--- src/rtl/mem_bus_arbiter.sv ---
// Two-port arbiter for the shared data-memory / IO bus: CPU port has priority,
// the aux port is guaranteed one grant after STARVE_MAX consecutive losses.
module mem_bus_arbiter #(
  parameter logic [31:0] DM_LIMIT   = 32'h0000_3000,
  parameter logic [31:0] IO_BASE    = 32'h0000_7F00,
  parameter logic [31:0] IO_LIMIT   = 32'h0000_7F1F,
  parameter int          TIMEOUT    = 16,
  parameter int          STARVE_MAX = 4
) (
  input  logic        clk,
  input  logic        reset,
  input  logic        cpu_req,
  input  logic        cpu_we,
  input  logic [31:0] cpu_addr,
  input  logic [3:0]  cpu_be,
  input  logic [31:0] cpu_wdata,
  output logic [31:0] cpu_rdata,
  output logic        cpu_done,
  output logic        cpu_err,
  output logic        cpu_stall,
  input  logic        aux_req,
  input  logic        aux_we,
  input  logic [31:0] aux_addr,
  input  logic [3:0]  aux_be,
  input  logic [31:0] aux_wdata,
  output logic [31:0] aux_rdata,
  output logic        aux_done,
  output logic        aux_err,
  output logic        dm_en,
  output logic        dm_we,
  output logic [31:0] dm_addr,
  output logic [3:0]  dm_be,
  output logic [31:0] dm_wdata,
  input  logic [31:0] dm_rdata,
  output logic        io_req,
  output logic        io_we,
  output logic [29:0] io_addr,
  output logic [3:0]  io_be,
  output logic [31:0] io_wdata,
  input  logic [31:0] io_rdata,
  input  logic        io_ack
);

  localparam int TW = (TIMEOUT > 1) ? $clog2(TIMEOUT) : 1;
  localparam int SW = $clog2(STARVE_MAX + 1);
  localparam logic [TW-1:0] TCNT_LAST  = TW'(TIMEOUT - 1);
  localparam logic [SW-1:0] STARVE_LIM = SW'(STARVE_MAX);

  typedef enum logic [2:0] {
    S_IDLE,
    S_DM_ACC,
    S_IO_WAIT,
    S_ERR_RSP,
    S_RESP
  } state_t;

  state_t        state_q, state_d;
  logic          owner_q, owner_d;
  logic          we_q, we_d;
  logic [31:0]   addr_q, addr_d;
  logic [3:0]    be_q, be_d;
  logic [31:0]   wdata_q, wdata_d;
  logic [31:0]   cpu_rdata_q, cpu_rdata_d;
  logic [31:0]   aux_rdata_q, aux_rdata_d;
  logic          err_q, err_d;
  logic [TW-1:0] tcnt_q, tcnt_d;
  logic [SW-1:0] starve_q, starve_d;

  logic          grant_aux;
  logic [31:0]   sel_addr;
  logic          load_wr;
  logic [31:0]   load_val;

  function automatic state_t decode(input logic [31:0] a);
    if (a < DM_LIMIT)                    return S_DM_ACC;
    else if (a >= IO_BASE && a <= IO_LIMIT) return S_IO_WAIT;
    else                                 return S_ERR_RSP;
  endfunction

  always_comb begin
    state_d     = state_q;
    owner_d     = owner_q;
    we_d        = we_q;
    addr_d      = addr_q;
    be_d        = be_q;
    wdata_d     = wdata_q;
    cpu_rdata_d = cpu_rdata_q;
    aux_rdata_d = aux_rdata_q;
    err_d       = err_q;
    tcnt_d      = tcnt_q;
    starve_d    = starve_q;
    grant_aux   = 1'b0;
    sel_addr    = cpu_addr;
    load_wr     = 1'b0;
    load_val    = 32'h0;
    dm_en       = 1'b0;
    dm_we       = 1'b0;
    dm_addr     = 32'h0;
    dm_be       = 4'h0;
    dm_wdata    = 32'h0;
    io_req      = 1'b0;
    io_we       = 1'b0;
    io_addr     = 30'h0;
    io_be       = 4'h0;
    io_wdata    = 32'h0;

    case (state_q)
      S_IDLE: begin
        if (cpu_req || aux_req) begin
          grant_aux = aux_req && (!cpu_req || starve_q == STARVE_LIM);
          sel_addr  = grant_aux ? aux_addr : cpu_addr;
          owner_d   = grant_aux;
          we_d      = grant_aux ? aux_we : cpu_we;
          addr_d    = sel_addr;
          be_d      = grant_aux ? aux_be : cpu_be;
          wdata_d   = grant_aux ? aux_wdata : cpu_wdata;
          err_d     = 1'b0;
          tcnt_d    = '0;
          if (grant_aux)
            starve_d = '0;
          else if (aux_req)
            starve_d = starve_q + 1'b1;
          state_d = decode(sel_addr);
        end
      end
      S_DM_ACC: begin
        dm_en    = 1'b1;
        dm_we    = we_q;
        dm_addr  = addr_q;
        dm_be    = be_q;
        dm_wdata = wdata_q;
        load_wr  = !we_q;
        load_val = dm_rdata;
        state_d  = S_RESP;
      end
      S_IO_WAIT: begin
        io_req   = 1'b1;
        io_we    = we_q;
        io_addr  = addr_q[31:2];
        io_be    = be_q;
        io_wdata = wdata_q;
        if (io_ack) begin
          load_wr  = !we_q;
          load_val = io_rdata;
          state_d  = S_RESP;
        end else if (tcnt_q == TCNT_LAST) begin
          err_d   = 1'b1;
          load_wr = !we_q;
          state_d = S_RESP;
        end else begin
          tcnt_d = tcnt_q + 1'b1;
        end
      end
      S_ERR_RSP: begin
        err_d   = 1'b1;
        load_wr = !we_q;
        state_d = S_RESP;
      end
      S_RESP: begin
        state_d = S_IDLE;
      end
      default: begin
        state_d = S_IDLE;
      end
    endcase

    // Only loads land in the owner's read-data register; stores leave it untouched.
    if (load_wr) begin
      if (owner_q)
        aux_rdata_d = load_val;
      else
        cpu_rdata_d = load_val;
    end
  end

  always_ff @(posedge clk) begin
    if (reset) begin
      state_q     <= S_IDLE;
      owner_q     <= 1'b0;
      we_q        <= 1'b0;
      addr_q      <= 32'h0;
      be_q        <= 4'h0;
      wdata_q     <= 32'h0;
      cpu_rdata_q <= 32'h0;
      aux_rdata_q <= 32'h0;
      err_q       <= 1'b0;
      tcnt_q      <= '0;
      starve_q    <= '0;
    end else begin
      state_q     <= state_d;
      owner_q     <= owner_d;
      we_q        <= we_d;
      addr_q      <= addr_d;
      be_q        <= be_d;
      wdata_q     <= wdata_d;
      cpu_rdata_q <= cpu_rdata_d;
      aux_rdata_q <= aux_rdata_d;
      err_q       <= err_d;
      tcnt_q      <= tcnt_d;
      starve_q    <= starve_d;
    end
  end

  assign cpu_done  = (state_q == S_RESP) && !owner_q;
  assign aux_done  = (state_q == S_RESP) && owner_q;
  assign cpu_err   = cpu_done && err_q;
  assign aux_err   = aux_done && err_q;
  assign cpu_rdata = cpu_rdata_q;
  assign aux_rdata = aux_rdata_q;
  assign cpu_stall = cpu_req && !cpu_done;

endmodule

--- config.mk ---
export PLATFORM = sky130hd
export DESIGN_NAME = mem_bus_arbiter
export DESIGN_NICKNAME = d
export VERILOG_FILES = /design/src/rtl/mem_bus_arbiter.sv
export SDC_FILE = /design/constraint.sdc
export NUM_CORES = 1
export LEC_CHECK = 0
export CORE_ASPECT_RATIO = 1.75
export CORE_MARGIN = 5
export CORE_UTILIZATION = 31
export DETAILED_ROUTE_END_ITERATION = 6
export GPL_TIMING_DRIVEN = 0
export PLACE_DENSITY = 0.68
export SLEW_MARGIN = 20
export SYNTH_ARGS = -nofsm -noshare
export SYNTH_HDL_FRONTEND = slang
export SYNTH_SLANG_ARGS = --single-unit
export TNS_END_PERCENT = 100
--- constraint.sdc ---
create_clock -name clk -period 3.3 [get_ports clk]
set_input_delay 0.33 -clock clk [delete_from_list [all_inputs] [get_ports clk]]
set_output_delay 0.33 -clock clk [all_outputs]
set_load 0.02 [all_outputs]
==> impl_metrics.py, run 1 <==
metrics = {
    "global_routing": {
        "grt_start_max_net_pins": 20,
        "grt_pass1_vias": 8500,
        "grt_overflow": 0,
        "antenna_found_initial": 1,
        "grt_pass1_wl_um": 50200,
        "grt_usage": 0.246,
    },
    "clock_network": {
        "h-tree-depth": 4,
        "cts_made_buffers": 17,
        "cts_hold_buf": 0,
        "cts_buffer_depth": 2,
        "numClockSinks": 145,
        "clk_latency_ps": 430,
        "tritoncts": "done",
        "root_buffer": "clkbuf_16",
        "cts_setup_buffers": 0,
        "clkTransAtPathRegs_ps": 60,
    },
    "worst_setup_path": {
        "critical_path_required_ps": 2970,
        "arrival_ps": 2810,
        "cp-end-kind": "output port",
        "critPathLaunchType": "flop",
        "worstPathMaxFanout": 10,
        "worstSetupPathType": "reg -> out",
    },
    "yosys": {
        "synth_area_leader_cell": "dfxtp_1",
        "synth.distinct_cells": 38,
        "yosys_warnings": 0,
        "yosysTopAreaCellShare": 0.408,
        "synth_seq_area_share": 0.408,
        "synth_area_um2": 7120,
        "synth.area.top_cells": "dfxtp_1 41%, and2_1 12%, a311oi_1 8.6%",
        "synth_common_cells": "146 x nand2_1, 146 x nor2_1, 145 x dfxtp_1, 142 x and2_1, 70 x a311oi_1",
        "synth_edf_count": 0,
        "synth_nets": 1100,
        "synthArstFlopShare": 0,
        "synth_seq_cells": 145,
        "synth_ff_type": "dfxtp_1",
        "syn_inst": 890,
        "syn-mean-instance-area_um2": 8.00,
    },
    "final_layout": {
        "fin_area_um2": 12200,
        "syn_to_final_growth_pct": 71.9,
        "fin_nets": 1530,
        "drive_above_1_share": 0.0728,
        "post-route-util": 0.541,
        "fin_cells": 1633,
        "nFillCells": 2222,
        "multi_input_area_um2": 3850,
        "antenna_cells": 0,
        "register_area_um2": 2900,
    },
    "die": {
        "start_util": 0.314,
        "die-area_um2": 26200,
        "die_y_um": 211,
        "fp.dieW_um": 125,
        "coreArea_um2": 22700,
        "io-pin-count": 414,
        "rows": 73,
    },
    "drt": {
        "vias_per_cell": 4.99,
        "drtAntennaViolNets": 0,
        "drt_iter0_drc": 371,
        "met3_length_um": 1970,
        "wl_met2_um": 18600,
        "routed.top_layer": "met5",
        "totalWireLength_um": 33600,
        "wl_per_cell_um": 20.5,
        "drc_errors": 0,
        "wl_met1_um": 11900,
        "first_pass_iters": 5,
        "vias": 8147,
    },
    "job": {
        "maxCapViolations": 0,
    },
    "run_status": {
        "status": "finished clean",
    },
    "place": {
        "post_dp_cell_area_um2": 11600,
        "post-dp-hpwl_um": 27500,
        "place_inst": 1602,
        "port_buffers": 412,
        "routabilityCongestion": 0.945,
    },
    "power": {
        "vdd_drop_max_mv": 0.304,
        "powerDensity_nw_per_um2": 603,
        "leakagePower_nw": 4.42,
    },
    "timing": {
        "fin_skew_ps": 13.0,
        "fmaxAchievable_mhz": 318,
        "hold_ws_ps": 468,
        "tightest_slew_ps": 733,
        "finalSetupViolCount": 0,
        "slew_headroom": 0.511,
        "maxSlewViolCount": 0,
        "hold_viol_final": 0,
        "setup_tns_ps": 0,
        "fin_crit_ps": 3140,
        "timing.final.crit_share": 0.953,
        "rsz0062_at_grt": "no",
    },
    "worst_hold_path": {
        "holdCritPathClass": "reg -> reg",
    },
}
-- state kept, by name, indices dropped and copies added (netlist names) --
| signal | flops |
|---|---|
| err_q | 1 |
| state_q | 3 |
| aux_rdata | 32 |
| cpu_rdata | 32 |
| addr_q | 32 |
| starve_q | 3 |
| we_q | 1 |
| owner_q | 1 |
| be_q | 4 |
| wdata_q | 32 |
| tcnt_q | 4 |
-- worst paths after layout --
| check | cells after the start | startpoint | end | slack (ps) |
|---|---|---|---|---|
| worst min register to register | 2 | err_q$_SDFFE_PP0P_ | err_q$_SDFFE_PP0P_ | 470 |
| worst max-delay path | 5 | state_q[0]$_SDFFE_PP0P_ | dm_wdata[7] | 160 |
| worst max register to register | 8 | starve_q[0]$_SDFFE_PP0P_ | addr_q[20]$_SDFFE_PP0P_ | 900 |
| worst min-delay path | 2 | err_q$_SDFFE_PP0P_ | err_q$_SDFFE_PP0P_ | 470 |
-- layout by cell type, fill, tap and decap left out, types with 3 or more instances in the layout --
master / netlist / layout
nor4_1: 7 / 7
nor3_1: 4 / 4
nor2b_1: 3 / 3
buf_4: 7 / 7
o21ai_0: 4 / 4
ha_1: 3 / 3
buf_2: 26 / 26
dfxtp_1: 145 / 145
nand3_1: 5 / 5
a21oi_1: 6 / 6
clkbuf_16: 0 / 17
a311oi_1: 70 / 70
and2_1: 142 / 142
clkdlybuf4s50_1: 0 / 412
a22oi_1: 33 / 33
nand4_1: 5 / 5
nor2_1: 146 / 146
clkbuf_1: 48 / 41
nand2_1: 146 / 146
clkinvlp_4: 0 / 5
a211oi_2: 20 / 20
bufinv_16: 0 / 3
clkbuf_2: 0 / 8
inv_1: 3 / 3
a211oi_1: 45 / 45
-- worst max-delay path, stage by stage, from the launching register on --
cell and delay [ps]:
dfxtp_1 460, nor3b_2 370, clkbuf_2 390, clkbuf_1 340, and2_1 210, clkdlybuf4s50_1 610
-- stage by stage --
stage               total power, mW  worst slack (ps)
floorplan                      3.98              1360
global placement               5.36             -50.6
detailed placement             5.42             -77.2
CTS                            7.45              89.8
global route                   7.78              8.21
finish                         7.38               156
-- report_power, final --
part / total (mW) / internal, mW / switching (mW)
combinational: 2.92 / 1.27 / 1.65
clock: 2.01 / 1.21 / 0.800
sequential: 2.44 / 2.15 / 0.294
total: 7.38 / 4.63 / 2.75
-- metal layers --
| metal | GRT usage | vias to the layer above |
|---|---|---|
| li1 | - | 3970 |
| met1 | 0.249 | 3813 |
| met2 | 0.479 | 303 |
| met3 | 0.0540 | 59 |
| met4 | 0.103 | 2 |
| met5 | 0 | - |
-- final cells by class --
type                       count  share of cell area
inverter                       3            0.000920
sequential                   145               0.237
multi-input combinational    659               0.314
tap                          300              0.0307
clock buffer                  20              0.0365
buffer                        82              0.0308
timing repair buffer         412               0.337
clock inverter                12              0.0130
-- repair_timing --
action                                  CTS  global route
pin swaps                                 0             0
endpoints found under the setup margin   84            25
hold endpoints to repair                  0             0
resized for setup                         7             6
-- logic make-up (layout without fill, tap and decap cells) --
| family | Yosys count | after routing | synth area share |
|---|---|---|---|
| adder cells (fa/ha/maj) | 3 | 3 | 0.00527 |
| flip-flops | 145 | 145 | 0.408 |
| AND/OR/NAND/NOR | 468 | 468 | 0.311 |
| buffers and inverters | 86 | 529 | 0.0536 |
| AO/OA/AOI/OAI | 186 | 186 | 0.220 |
| XOR/XNOR | 2 | 2 | 0.00246 |
Note: power is estimated with default switching activity, not from simulation.
==> inputs of run 2 (changes only) <==
Settings changed: CAP_MARGIN set to 20.
Clock period 3.3 ns to 4 ns, I/O delays scaled along.
==> impl_metrics.py, run 2 (synthesis gave the netlist of run 1 again) <==
metrics = {
    "run_status": {
        "status": "finished clean",
    },
    "drt": {
        "drtAntennaViolNets": 0,
        "totalWireLength_um": 33600,
        "wl_per_cell_um": 20.6,
        "first_pass_iters": 5,
        "drt_iter0_drc": 366,
        "drc_errors": 0,
        "vias": 8174,
        "vias_per_cell": 5.00,
    },
    "die": {
        "start_util": 0.314,
        "die-area_um2": 26200,
        "die_y_um": 211,
        "fp.dieW_um": 125,
        "coreArea_um2": 22700,
        "rows": 73,
        "io-pin-count": 414,
    },
    "global_routing": {
        "grt_usage": 0.246,
        "grt_overflow": 0,
        "antenna_found_initial": 1,
        "grt_pass1_wl_um": 50200,
        "grt_start_max_net_pins": 17,
        "grt_pass1_vias": 8503,
    },
    "worst_hold_path": {
        "holdCritPathClass": "reg -> reg",
        "min-delay-start": "err_q$_SDFFE_PP0P_",
    },
    "final_layout": {
        "post-route-util": 0.540,
        "syn_to_final_growth_pct": 71.8,
        "final_common_cell": "clkdlybuf4s50_1",
        "fin_area_um2": 12200,
        "layout_common_cells": "412 x clkdlybuf4s50_1, 146 x nor2_1, 146 x nand2_1, 145 x dfxtp_1, 142 x and2_1",
        "drive_above_1_share": 0.0667,
        "fin_nets": 1531,
        "antenna_cells": 0,
    },
    "worst_setup_path": {
        "crit_start": "state_q[1]$_SDFFE_PP0P_",
        "r2r_start": "starve_q[0]$_SDFFE_PP0P_",
        "arrival_ps": 3250,
        "critical_path_required_ps": 3600,
        "worstPathMaxFanout": 10,
        "critPathLaunchType": "flop",
        "cp-end-kind": "output port",
        "timing.rr.end": "addr_q[20]$_SDFFE_PP0P_",
        "worstSetupPathType": "reg -> out",
        "reg2reg_depth": 8,
        "endpoint": "io_wdata[21]",
        "reg2reg_setup_slack_ps": 1610,
    },
    "clock_network": {
        "h-tree-depth": 4,
        "cts_buffer_depth": 2,
        "clk_latency_ps": 430,
        "tritoncts": "done",
        "root_buffer": "clkbuf_16",
        "clkTransAtPathRegs_ps": 60,
        "cts_made_buffers": 17,
        "cts_setup_buffers": 0,
        "numClockSinks": 145,
    },
    "timing": {
        "finalSetupViolCount": 0,
        "fin_crit_ps": 3650,
        "maxSlewViolCount": 0,
        "fin_skew_ps": 11.5,
        "fmaxAchievable_mhz": 274,
        "setup_tns_ps": 0,
        "hold_ws_ps": 468,
        "tightest_slew_ps": 731,
        "rsz0062_at_grt": "no",
        "slew_headroom": 0.513,
        "timing.final.crit_share": 0.913,
        "hold_viol_final": 0,
    },
    "place": {
        "post-dp-hpwl_um": 27500,
        "post_dp_cell_area_um2": 11600,
        "port_buffers": 412,
        "routabilityCongestion": 0.945,
    },
    "power": {
        "p_total_mw": 6.08,
        "powerDensity_nw_per_um2": 497,
        "leakagePower_nw": 4.40,
        "vdd_drop_max_mv": 0.254,
    },
    "job": {
        "maxCapViolations": 0,
    },
}
run 2: cell count changes in the layout (fill, tap and decap cells not counted), sizes merged:
cell,change
clkbuf,+1
run 2: layout make-up:
class                      count  area (um^2)
clock buffer                  20          447
tap                          300          375
timing repair buffer         412         4120
clock inverter                12          159
multi-input combinational    659         3840
sequential                   145         2900
fill                        2225        10400
buffer                        83          372
inverter                       3         11.3
run 2: per-stage QoR:
step | std cells | worst slack (ps)
3_5_place_dp | 1602 | 553
6_report | 1634 | 346
2_1_floorplan | 890 | 1990
4_1_cts | 1634 | 89.6
3_3_place_gp | 1602 | 579
5_1_grt | 1634 | 125
run 2: critical path, stage by stage (launching register included):
cell	delay (ps)
dfxtp_1	400
nor3b_4	490
clkbuf_1	550
clkbuf_1	540
and2_1	220
clkdlybuf4s50_1	640
run 2: worst min path at each step:
stage,to,cells after the start
6_report,err_q$_SDFFE_PP0P_,2
5_1_grt,err_q$_SDFFE_PP0P_,2
4_1_cts,err_q$_SDFFE_PP0P_,2
3_5_place_dp,err_q$_SDFFE_PP0P_,2
3_3_place_gp,err_q$_SDFFE_PP0P_,2
2_1_floorplan,err_q$_SDFFE_PP0P_,2
run 2: power breakdown:
group | total [mW] | internal (mW) | switching, mW
combinational | 2.41 | 1.04 | 1.37
clock | 1.66 | 1.00 | 0.661
sequential | 2.01 | 1.77 | 0.241
run 2: what timing repair did:
action	in CTS	in global routing
endpoints found under the setup margin	0	14
hold buffers	0	0
gates resized for setup	0	3
run 2: layer usage:
metal	GRT usage	vias up	share of wire
li1	-	3966	-
met1	0.251	3837	0.35
met2	0.478	310	0.55
met3	0.0532	59	0.060
met4	0.103	2	0.034
met5	0	-	0.00039
